**config.mk**
```make
export PLATFORM = sky130hd
export DESIGN_NAME = serial_sub_n
export DESIGN_NICKNAME = d
export VERILOG_FILES = /design/src/rtl/serial_sub_n.sv
export SDC_FILE = /design/constraint.sdc
export NUM_CORES = 1
export LEC_CHECK = 0
export BUFFER_PORTS_ARGS = -buffer_cell sky130_fd_sc_hd__buf_2
export CORE_MARGIN = 10
export CORE_UTILIZATION = 45
export DETAILED_ROUTE_END_ITERATION = 8
export PLACE_DENSITY = 0.77
export SETUP_SLACK_MARGIN = 0.1
export SLEW_MARGIN = 10
export SYNTH_ARGS = -nofsm -noshare
export SYNTH_HDL_FRONTEND = slang
export SYNTH_SLANG_ARGS = --single-unit
```
**constraint.sdc**
```tcl
create_clock -name clk -period 2.1 [get_ports clk]
set_input_delay 0.105 -clock clk [delete_from_list [all_inputs] [get_ports clk]]
set_output_delay 0.105 -clock clk [all_outputs]
set_load 0.1 [all_outputs]
```
**src/rtl/serial_sub_n.sv**
```systemverilog
// serial_sub_n: bit-serial a - b - bin over WIDTH cycles.
// One full-subtract cell, registered borrow, start/busy/done handshake.
module serial_sub_n #(
  parameter  int WIDTH = 8,
  localparam int CNT_W = $clog2(WIDTH + 1)
) (
  input  logic             clk,
  input  logic             rst_n,
  input  logic             start,
  input  logic [WIDTH-1:0] a,
  input  logic [WIDTH-1:0] b,
  input  logic             bin,
  output logic             busy,
  output logic             done,
  output logic [WIDTH-1:0] diff,
  output logic             bout,
  output logic             ovf
);

  typedef enum logic [1:0] {
    S_IDLE,
    S_RUN,
    S_DONE
  } state_t;

  localparam logic [CNT_W-1:0] LAST = CNT_W'(WIDTH - 1);

  state_t           r_state;
  state_t           w_next;
  logic [WIDTH-1:0] r_a_sh;
  logic [WIDTH-1:0] r_b_sh;
  logic             r_br;
  logic             r_a_msb;
  logic             r_b_msb;
  logic [CNT_W-1:0] r_cnt;
  logic [WIDTH-1:0] r_diff;
  logic             r_bout;
  logic             r_ovf;

  logic             w_d;
  logic             w_br_nx;
  logic             w_last;
  logic [WIDTH-1:0] w_sh_nx;

  assign w_d     = r_a_sh[0] ^ r_b_sh[0] ^ r_br;
  assign w_br_nx = (~r_a_sh[0] & r_b_sh[0])
                 | (~(r_a_sh[0] ^ r_b_sh[0]) & r_br);
  assign w_last  = (r_cnt == LAST);

  // Result bits fill the minuend register from the MSB as it drains
  generate
    if (WIDTH == 1) begin : g_w1
      assign w_sh_nx = w_d;
    end else begin : g_wn
      assign w_sh_nx = {w_d, r_a_sh[WIDTH-1:1]};
    end
  endgenerate

  always_ff @(posedge clk or negedge rst_n) begin
    if (!rst_n) r_state <= S_IDLE;
    else        r_state <= w_next;
  end

  always_comb begin
    w_next = r_state;
    unique case (r_state)
      S_IDLE:  if (start) w_next = S_RUN;
      S_RUN:   if (w_last) w_next = S_DONE;
      S_DONE:  w_next = S_IDLE;
      default: w_next = S_IDLE;
    endcase
  end

  always_ff @(posedge clk or negedge rst_n) begin
    if (!rst_n) begin
      r_a_sh  <= '0;
      r_b_sh  <= '0;
      r_br    <= 1'b0;
      r_a_msb <= 1'b0;
      r_b_msb <= 1'b0;
      r_cnt   <= '0;
      r_diff  <= '0;
      r_bout  <= 1'b0;
      r_ovf   <= 1'b0;
    end else if (r_state == S_IDLE && start) begin
      r_a_sh  <= a;
      r_b_sh  <= b;
      r_br    <= bin;
      r_a_msb <= a[WIDTH-1];
      r_b_msb <= b[WIDTH-1];
      r_cnt   <= '0;
    end else if (r_state == S_RUN) begin
      r_a_sh <= w_sh_nx;
      r_b_sh <= r_b_sh >> 1;
      r_br   <= w_br_nx;
      r_cnt  <= r_cnt + 1'b1;
      if (w_last) begin
        r_diff <= w_sh_nx;
        r_bout <= w_br_nx;
        r_ovf  <= (r_a_msb != r_b_msb)
                & (w_sh_nx[WIDTH-1] != r_a_msb);
      end
    end
  end

  assign busy = (r_state == S_RUN);
  assign done = (r_state == S_DONE);
  assign diff = r_diff;
  assign bout = r_bout;
  assign ovf  = r_ovf;

endmodule

```
==> out/metrics.json, run 1 <==
{
  "cts": {
    "clk_pin_slew_worst_paths_ns": 0.07,
    "post_cts_sizing": 0,
    "clock_sinks": 35,
    "htree_levels": 2,
    "clock-root-buffer": "sky130_fd_sc_hd__clkbuf_8",
    "clk_path_buf_depth": 2,
    "total_clock_buffers_created_by_cts": 5,
    "cts_tree": "done",
    "source_to_sink_clock_delay_at_the_later_pin_of_the_worst_skew_pair_ns": 0.29
  },
  "yosys": {
    "warnings_synthesis": 0,
    "syn-cell-area_um2": 1640,
    "yosysSeqAreaShare": 0.534,
    "synth.net_count": 170,
    "netlist-cell-type-count": 27,
    "syn-instance-count": 148,
    "post_synth.cell_area_avg_um2": 11.1,
    "postSynthRegisterBits": 35
  },
  "placed_design": {
    "buffer_ports.inserted": 31,
    "routabilityCongestion": 0.788,
    "place.detailed.hpwl_um": 2580,
    "placed_area_um2": 1850
  },
  "drt": {
    "avgRoutedWirePerCell_um": 16.4,
    "drc_errors": 0,
    "num_vias": 1283,
    "drtPass1Iterations": 4,
    "ant_nets": 0,
    "detail_route.vias_per_cell": 5.60,
    "totalWireLength_um": 3760,
    "drt_iter0_markers": 122
  },
  "setup_path": {
    "cp_max_fo": 14,
    "timing.setup.critical_path_class": "reg2out",
    "endpoint_kind": "output pin",
    "cp-start-kind": "flip-flop",
    "required_ns": 2.00,
    "worstPathArrival_ns": 1.60
  },
  "layout": {
    "finish.instance_area_um2": 1960,
    "mostFrequentLayoutCells": "sky130_fd_sc_hd__dfrtp_1, sky130_fd_sc_hd__buf_2, sky130_fd_sc_hd__o21ai_0",
    "area_delta_synth_final_pct": 19.4,
    "antenna_cells": 0,
    "net_count_reported_at_finish": 204,
    "layout.area.seq_um2": 876,
    "layout.cells.most_common": "sky130_fd_sc_hd__dfrtp_1",
    "fill_cells": 308,
    "final_layout_size_suffix_gt1_frac": 0.311,
    "multi_input_area_um2": 709
  },
  "die": {
    "floorplan.rows": 21,
    "design.portCount": 32,
    "area_inside_the_core_boundary_um2": 3440,
    "initial_utilization": 0.477,
    "die_x_um": 80.4,
    "die_area_um2": 6460,
    "die-height_um": 80.4
  },
  "global_routing": {
    "track_usage": 0.121,
    "via_count_of_the_first_global_routing_pass": 1338,
    "grt_start_max_net_pins": 36,
    "grt_first_pass_wirelength_um": 6160,
    "grt_overflow_total": 0,
    "initial_antenna_violation_count": 0
  },
  "run": {
    "cap_violations": 0
  },
  "timing": {
    "finalWorstPathRequiredPeriod_ns": 1.70,
    "finalSetupViolations": 0,
    "layout_worst_path_cycle_share": 0.810,
    "setup_total_negative_slack_ns": 0,
    "timing.max_slew.rel_slack": 0.493,
    "timing.fmax_mhz": 588,
    "timing_worst_slew_pin_value_ns": 0.760,
    "final_hold_viol_count": 0,
    "clock_skew_ns": 0.00339,
    "finalHoldWorstSlack_ns": 0.0810,
    "rsz0062_at_grt": "false",
    "slew_violations": 0
  },
  "status": {
    "run_status": "completed"
  },
  "hold_path": {
    "hold_path.class": "in2reg"
  }
}
[state kept, by name (all words and copies together), names as in the netlist]
name     flops
diff         8
bout         1
r_br         1
r_a_msb      1
r_b_sh       8
r_state      2
r_a_sh       8
r_b_msb      1
ovf          1
r_cnt        4
[what timing repair did]
action	in CTS	in global routing
hold endpoints to repair	35	0
setup buffers	0	0
hold buffers	1	0
[routing by layer]
layer	track usage	part of all wire	routed length (um)
met2	0.208	0.50	1880
met5	0	0	0
met3	0.0345	0.070	264
met4	0.0739	0.024	92
met1	0.129	0.40	1520
[per-stage QoR]
stage          instances  setup slack [ns]  utilization
2_1_floorplan        148             0.235            -
3_3_place_gp         220             0.493        0.538
3_5_place_dp         220             0.420        0.538
4_1_cts              229             0.390        0.570
5_1_grt              229             0.314        0.570
6_report             229             0.400        0.570
[cells by family after synthesis]
logic type | count (synthesis) | share of synthesized area
AOI/OAI and AO/OA | 54 | 0.204
DFF | 35 | 0.534
and+or+nand+nor | 32 | 0.119
muxes | 13 | 0.0884
buffers and inverters | 12 | 0.0358
adders and majority gates | 2 | 0.0198
[critical path: stages (launching register included)]
cell and delay, ns:
sky130_fd_sc_hd__dfrtp_1 0.38, sky130_fd_sc_hd__nand2b_2 0.24, sky130_fd_sc_hd__inv_1 0.44, sky130_fd_sc_hd__buf_12 0.25
[cells in the mapped netlist]
library cell	count	area (um^2)
sky130_fd_sc_hd__o21ai_1	1	5.00
sky130_fd_sc_hd__nor3_4	1	16.3
sky130_fd_sc_hd__clkbuf_1	2	7.51
sky130_fd_sc_hd__o311ai_0	1	8.76
sky130_fd_sc_hd__o21bai_2	1	11.3
sky130_fd_sc_hd__a22o_1	2	17.5
sky130_fd_sc_hd__nor2b_1	13	81.3
sky130_fd_sc_hd__a21oi_1	14	70.1
sky130_fd_sc_hd__a22oi_1	14	105
sky130_fd_sc_hd__and3b_1	1	8.76
sky130_fd_sc_hd__and2b_1	3	22.5
sky130_fd_sc_hd__buf_2	5	25.0
sky130_fd_sc_hd__nand3b_1	1	7.51
sky130_fd_sc_hd__buf_6	1	11.3
sky130_fd_sc_hd__a2bb2oi_1	3	26.3
sky130_fd_sc_hd__fa_1	1	20.0
sky130_fd_sc_hd__mux2_2	12	135
sky130_fd_sc_hd__nand2b_1	1	6.26
sky130_fd_sc_hd__nand2_1	7	26.3
sky130_fd_sc_hd__nand2b_2	1	8.76
sky130_fd_sc_hd__dfrtp_1	35	876
sky130_fd_sc_hd__inv_1	4	15.0
sky130_fd_sc_hd__nor2_1	2	7.51
sky130_fd_sc_hd__ha_1	1	12.5
sky130_fd_sc_hd__o21ai_0	18	90.1
sky130_fd_sc_hd__nand3_1	2	10.0
sky130_fd_sc_hd__mux2i_1	1	10.0
[cell type report]
type	count	share of cell area
inverter	4	0.00766
multi-input combinational	101	0.362
tap	46	0.0294
timing repair buffer	35	0.103
sequential	35	0.447
clock buffer	8	0.0511
[final timing paths]
| path | depth (start not counted) | endpoint | startpoint | slack, ns |
|---|---|---|---|---|
| hold / removal | 2 | r_a_msb$_DFFE_PN0P_ | a[7] | 0.08 |
| setup reg to reg | 4 | diff[2]$_DFFE_PN0P_ | r_cnt[0]$_DFFE_PN0P_ | 0.41 |
| hold reg to reg | 2 | r_b_sh[3]$_DFFE_PN0P_ | r_b_sh[3]$_DFFE_PN0P_ | 0.50 |
| setup / recovery | 3 | busy | r_state[1]$_DFFE_PN0P_ | 0.40 |
| max in group asynchronous | 2 | diff[6]$_DFFE_PN0P_ | rst_n | 1.19 |
| min in group asynchronous | 2 | r_b_sh[5]$_DFFE_PN0P_ | rst_n | 0.42 |
Power of run 1 is left out: the tool's default activity adds up to more than one toggle a clock period on the data nets, which glitch-free logic cannot reach.
==> run 2: changes to the inputs <==
--- a/config.mk
+++ b/config.mk
@@ -9,7 +9,7 @@
 export CORE_MARGIN = 10
 export CORE_UTILIZATION = 45
 export DETAILED_ROUTE_END_ITERATION = 8
-export PLACE_DENSITY = 0.77
+export PLACE_DENSITY = 0.8
 export SETUP_SLACK_MARGIN = 0.1
 export SLEW_MARGIN = 10
 export SYNTH_ARGS = -nofsm -noshare
==> constraint.sdc (replaced) <==
create_clock -name clk -period 1.38 [get_ports clk]
set_input_delay 0.069 -clock clk [delete_from_list [all_inputs] [get_ports clk]]
set_output_delay 0.069 -clock clk [all_outputs]
set_load 0.1 [all_outputs]
==> out/metrics.json, run 2 (synthesis gave the netlist of run 1 again) <==
{
  "drt": {
    "drc_errors": 0,
    "wl_met2_um": 2660,
    "route.layer.met1.wl_um": 2110,
    "drt_iter0_markers": 104,
    "drtPass1Iterations": 4,
    "totalWireLength_um": 5160,
    "avgRoutedWirePerCell_um": 19.4,
    "num_vias": 1470,
    "met3WireLength_um": 282,
    "ant_nets": 0,
    "routed.top_layer": "met4",
    "detail_route.vias_per_cell": 5.53
  },
  "placed_design": {
    "routabilityCongestion": 0.826,
    "buffer_ports.inserted": 31,
    "placed_area_um2": 2040,
    "placed_cells": 235,
    "place.detailed.hpwl_um": 3010
  },
  "cts": {
    "clk_pin_slew_worst_paths_ns": 0.08,
    "clock-root-buffer": "sky130_fd_sc_hd__clkbuf_8",
    "source_to_sink_clock_delay_at_the_later_pin_of_the_worst_skew_pair_ns": 0.30,
    "total_clock_buffers_created_by_cts": 5,
    "htree_levels": 2,
    "clk_path_buf_depth": 2,
    "cts_tree": "done",
    "clock_sinks": 35
  },
  "layout": {
    "antenna_cells": 0,
    "finish.cell_count_without_fillers": 266,
    "finish.instance_area_um2": 2580,
    "finish.utilization": 0.750,
    "fill_cells": 227,
    "net_count_reported_at_finish": 241,
    "layout.cells.most_common": "sky130_fd_sc_hd__dfrtp_1",
    "mostFrequentLayoutCells": "sky130_fd_sc_hd__dfrtp_1, sky130_fd_sc_hd__buf_2, sky130_fd_sc_hd__buf_4",
    "area_delta_synth_final_pct": 57.2,
    "final_layout_size_suffix_gt1_frac": 0.559,
    "layout.area.seq_um2": 877,
    "multi_input_area_um2": 885
  },
  "global_routing": {
    "grt_overflow_total": 0,
    "grt_first_pass_wirelength_um": 7840,
    "initial_antenna_violation_count": 0,
    "via_count_of_the_first_global_routing_pass": 1614,
    "track_usage": 0.156,
    "grt_start_max_net_pins": 36
  },
  "timing": {
    "finalSetupViolations": 16,
    "timing.max_slew.rel_slack": 0.669,
    "final_hold_viol_count": 0,
    "finalWorstPathRequiredPeriod_ns": 1.56,
    "clock_skew_ns": 0.00932,
    "setup_slack_ns": -0.183,
    "timing_worst_slew_pin_value_ns": 0.500,
    "layout_worst_path_cycle_share": 1.13,
    "rsz0062_at_grt": "true",
    "timing.fmax_mhz": 640,
    "slew_violations": 0,
    "setup_total_negative_slack_ns": -1.68
  },
  "die": {
    "floorplan.rows": 21,
    "die_x_um": 80.4,
    "die_area_um2": 6460,
    "die-height_um": 80.4,
    "initial_utilization": 0.477,
    "area_inside_the_core_boundary_um2": 3440,
    "design.portCount": 32
  },
  "setup_path": {
    "timing.setup.critical_path_class": "reg2reg",
    "cp_max_fo": 3,
    "worstPathArrival_ns": 1.76,
    "required_ns": 1.57,
    "timing.critical_path.max_delay_family": "adder cells",
    "cp-start-kind": "flip-flop",
    "timing.critical_path.depth": 5,
    "cp_slowest_cell": "sky130_fd_sc_hd__fa_1",
    "timing.critical_path.buf_inv": 1,
    "reg2regPathDepth": 5,
    "crit_path_cell_trace": "inv_2, fa_1, nand2b_1, o21ai_1, mux2_4",
    "critical-path-max-stage-delay_ns": 0.60,
    "endpoint_kind": "flip-flop"
  },
  "hold_path": {
    "holdPathStages": 3,
    "hold_path.class": "in2reg"
  },
  "power": {
    "totalPowerFinal_mw": 7.43,
    "power_leakage_nw": 1.19,
    "peakVddDrop_uv": 1310,
    "power.density_nw_per_um2": 2880
  },
  "run": {
    "cap_violations": 0
  },
  "status": {
    "violations": "negative setup slack",
    "run_status": "finished, violations left"
  }
}
-- run 2: worst paths after layout --
path	startpoint	to	slack (ns)
hold / removal	b[6]	r_b_sh[6]$_DFFE_PN0P_	0.04
hold reg to reg	diff[5]$_DFFE_PN0P_	diff[5]$_DFFE_PN0P_	0.51
min in group asynchronous	rst_n	r_b_sh[6]$_DFFE_PN0P_	0.33
setup / recovery	r_br$_DFFE_PN0P_	ovf$_DFFE_PN0P_	-0.18
max in group asynchronous	rst_n	r_state[0]$_DFFE_PN0P_	0.71
setup reg to reg	r_br$_DFFE_PN0P_	ovf$_DFFE_PN0P_	-0.18
-- run 2: area by class of cell --
| class | count | share of cell area |
|---|---|---|
| Tap cell | 46 | 0.0223 |
| Multi-Input combinational cell | 101 | 0.343 |
| Timing Repair Buffer | 72 | 0.237 |
| Inverter | 4 | 0.00679 |
| Clock inverter | 2 | 0.0233 |
| Sequential cell | 35 | 0.340 |
| Clock buffer | 6 | 0.0281 |
-- run 2: what timing repair did --
action                                  in CTS  in global routing
hold buffers                                 1                  0
resized for setup                           43                 27
endpoints found under the setup margin      27                 36
cloned                                       3                  1
setup buffers                               14                  6
hold endpoints to repair                    35                  0
pin swaps                                    4                 22
-- run 2: worst reg2reg max path, cell delays in order, from the launching register on --
cell,delay [ns]
sky130_fd_sc_hd__dfrtp_1,0.37
sky130_fd_sc_hd__inv_2,0.06
sky130_fd_sc_hd__fa_1,0.60
sky130_fd_sc_hd__nand2b_1,0.12
sky130_fd_sc_hd__o21ai_1,0.06
sky130_fd_sc_hd__mux2_4,0.25
-- run 2: routing by layer --
layer | GRT usage | up-vias
met5 | 0 | -
met1 | 0.176 | 742
li1 | - | 675
met4 | 0.0687 | 0
met2 | 0.260 | 42
met3 | 0.0535 | 11
-- run 2: metrics by stage --
stage	setup slack [ns]	hold WS [ns]
final	-0.183	0.0428
after global routing	-0.205	0.0539
after CTS	-0.168	0.0198
after detailed placement	-0.194	0.126
after global placement	-0.115	0.122
after floorplan	-0.0898	-0.227
-- run 2: report_power, final --
part | total [mW] | internal [mW] | switching, mW
clock | 1.13 | 0.722 | 0.403
sequential | 1.93 | 1.50 | 0.431
combinational | 4.38 | 1.89 | 2.48
No activity file was read; power rests on OpenSTA's default activity.
==> run 3: changes to the inputs <==
--- a/config.mk
+++ b/config.mk
@@ -7,9 +7,11 @@
 export LEC_CHECK = 0
 export BUFFER_PORTS_ARGS = -buffer_cell sky130_fd_sc_hd__buf_2
 export CORE_MARGIN = 10
-export CORE_UTILIZATION = 45
+export CORE_UTILIZATION = 48
+export CTS_CLUSTER_DIAMETER = 100
 export DETAILED_ROUTE_END_ITERATION = 8
-export PLACE_DENSITY = 0.8
+export HOLD_SLACK_MARGIN = 0.15
+export PLACE_DENSITY = 0.84
 export SETUP_SLACK_MARGIN = 0.1
 export SLEW_MARGIN = 10
 export SYNTH_ARGS = -nofsm -noshare
==> out/metrics.json, run 3 (synthesis gave the netlist of run 1 again) <==
{
  "status": {
    "run_status": "finished, violations left",
    "violations": "negative setup slack"
  },
  "timing": {
    "layout_worst_path_cycle_share": 1.21,
    "timing_worst_slew_pin_value_ns": 0.494,
    "timing.fmax_mhz": 597,
    "timing.max_slew.rel_slack": 0.673,
    "setup_total_negative_slack_ns": -1.77,
    "rsz0062_at_grt": "true",
    "final_hold_viol_count": 0,
    "setup_slack_ns": -0.294,
    "finalHoldWorstSlack_ns": 0.173,
    "finalWorstPathRequiredPeriod_ns": 1.67,
    "finalSetupViolations": 16,
    "clock_skew_ns": 0.0188,
    "slew_violations": 0
  },
  "global_routing": {
    "initial_antenna_violation_count": 0,
    "groute.layer.met2.usage": 0.315,
    "globalRouteMet1Util": 0.175,
    "track_usage": 0.179,
    "global_route.usage.met3": 0.0661,
    "grt_overflow_total": 0,
    "grt_first_pass_wirelength_um": 8560,
    "via_count_of_the_first_global_routing_pass": 1703,
    "busiest_layer": "met2",
    "grt_start_max_net_pins": 20
  },
  "cts": {
    "clk_path_buf_depth": 2,
    "clock-root-buffer": "sky130_fd_sc_hd__clkbuf_4",
    "cts_tree": "done",
    "htree_levels": 2,
    "total_clock_buffers_created_by_cts": 5,
    "clock_sinks": 35,
    "source_to_sink_clock_delay_at_the_later_pin_of_the_worst_skew_pair_ns": 0.37,
    "clk_pin_slew_worst_paths_ns": 0.12
  },
  "layout": {
    "layout.cells.most_common": "sky130_fd_sc_hd__dfrtp_1",
    "final_layout_size_suffix_gt1_frac": 0.564,
    "net_count_reported_at_finish": 264,
    "area_delta_synth_final_pct": 68.8,
    "finish.instance_area_um2": 2770,
    "finish.utilization": 0.837,
    "mostFrequentLayoutCells": "sky130_fd_sc_hd__dfrtp_1, sky130_fd_sc_hd__buf_4, sky130_fd_sc_hd__buf_2",
    "antenna_cells": 0,
    "finish.cell_count_without_fillers": 289
  },
  "placed_design": {
    "placed_area_um2": 2070,
    "placed_cells": 237,
    "routabilityCongestion": 0.882,
    "detailedPlace.worstSlack_ns": -0.225,
    "buffer_ports.inserted": 31,
    "place.detailed.hpwl_um": 3030
  },
  "power": {
    "power_leakage_nw": 1.25,
    "power.density_nw_per_um2": 2610,
    "peakVddDrop_uv": 1450,
    "totalPowerFinal_mw": 7.24
  },
  "setup_path": {
    "cp-start-kind": "flip-flop",
    "worstPathArrival_ns": 1.93,
    "required_ns": 1.64,
    "timing.setup.critical_path_class": "reg2reg",
    "cp_max_fo": 4,
    "endpoint_kind": "flip-flop"
  },
  "drt": {
    "avgRoutedWirePerCell_um": 21.3,
    "drc_errors": 0,
    "detail_route.vias_per_cell": 5.85,
    "num_vias": 1692,
    "drtPass1Iterations": 4,
    "totalWireLength_um": 6170,
    "ant_nets": 0,
    "drt_iter0_markers": 233
  },
  "die": {
    "design.portCount": 32,
    "area_inside_the_core_boundary_um2": 3310,
    "floorplan.rows": 21,
    "die_area_um2": 6160,
    "die_x_um": 78.5,
    "die-height_um": 78.5,
    "initial_utilization": 0.496
  },
  "run": {
    "cap_violations": 0
  },
  "hold_path": {
    "hold_path.class": "in2async"
  }
}
## run 3: critical path, stage by stage, from the launching register on
cell and delay [ns]:
sky130_fd_sc_hd__dfrtp_1 0.43, sky130_fd_sc_hd__inv_2 0.08, sky130_fd_sc_hd__fa_2 0.62, sky130_fd_sc_hd__nand2b_4 0.15
sky130_fd_sc_hd__o21ai_2 0.05, sky130_fd_sc_hd__mux2_4 0.25
## run 3: area by class of cell
type | instances | area [um^2]
Multi-Input combinational cell | 101 | 927
Sequential cell | 35 | 876
Timing Repair Buffer | 95 | 838
Fill cell | 165 | 541
Tap cell | 46 | 57.6
Clock buffer | 6 | 41.3
Inverter | 4 | 17.5
Clock inverter | 2 | 12.5
## run 3: path summary, 6_finish.rpt
check / slack [ns] / startpoint / endpoint / cells past startpoint
min in group clk: 0.51 / r_b_sh[3]$_DFFE_PN0P_ / r_b_sh[3]$_DFFE_PN0P_ / 2
setup reg to reg: -0.29 / r_br$_DFFE_PN0P_ / ovf$_DFFE_PN0P_ / 5
setup / recovery: -0.29 / r_br$_DFFE_PN0P_ / ovf$_DFFE_PN0P_ / 5
hold reg to reg: 0.51 / r_b_sh[3]$_DFFE_PN0P_ / r_b_sh[3]$_DFFE_PN0P_ / 2
max in group asynchronous: 0.76 / rst_n / diff[1]$_DFFE_PN0P_ / 3
hold / removal: 0.17 / rst_n / r_a_sh[7]$_DFFE_PN0P_ / 2
## run 3: power breakdown
group,internal (mW),switching [mW],leakage (nW),total [mW]
combinational,2.04,2.65,0.784,4.68
sequential,1.49,0.492,0.442,1.98
clock,0.196,0.377,0.0282,0.574
## run 3: what timing repair did
item	in CTS	in global routing
gates cloned	2	0
pin swaps	3	16
setup buffers	14	12
gates resized for setup	42	40
endpoints found under the hold margin	53	1
hold buffers	18	1
setup endpoints to repair	24	38
## run 3: per-layer routing
layer | wire (um) | share of wire
met2 | 3190 | 0.52
met4 | 278 | 0.045
met5 | 0 | 0
met1 | 2240 | 0.36
met3 | 461 | 0.075
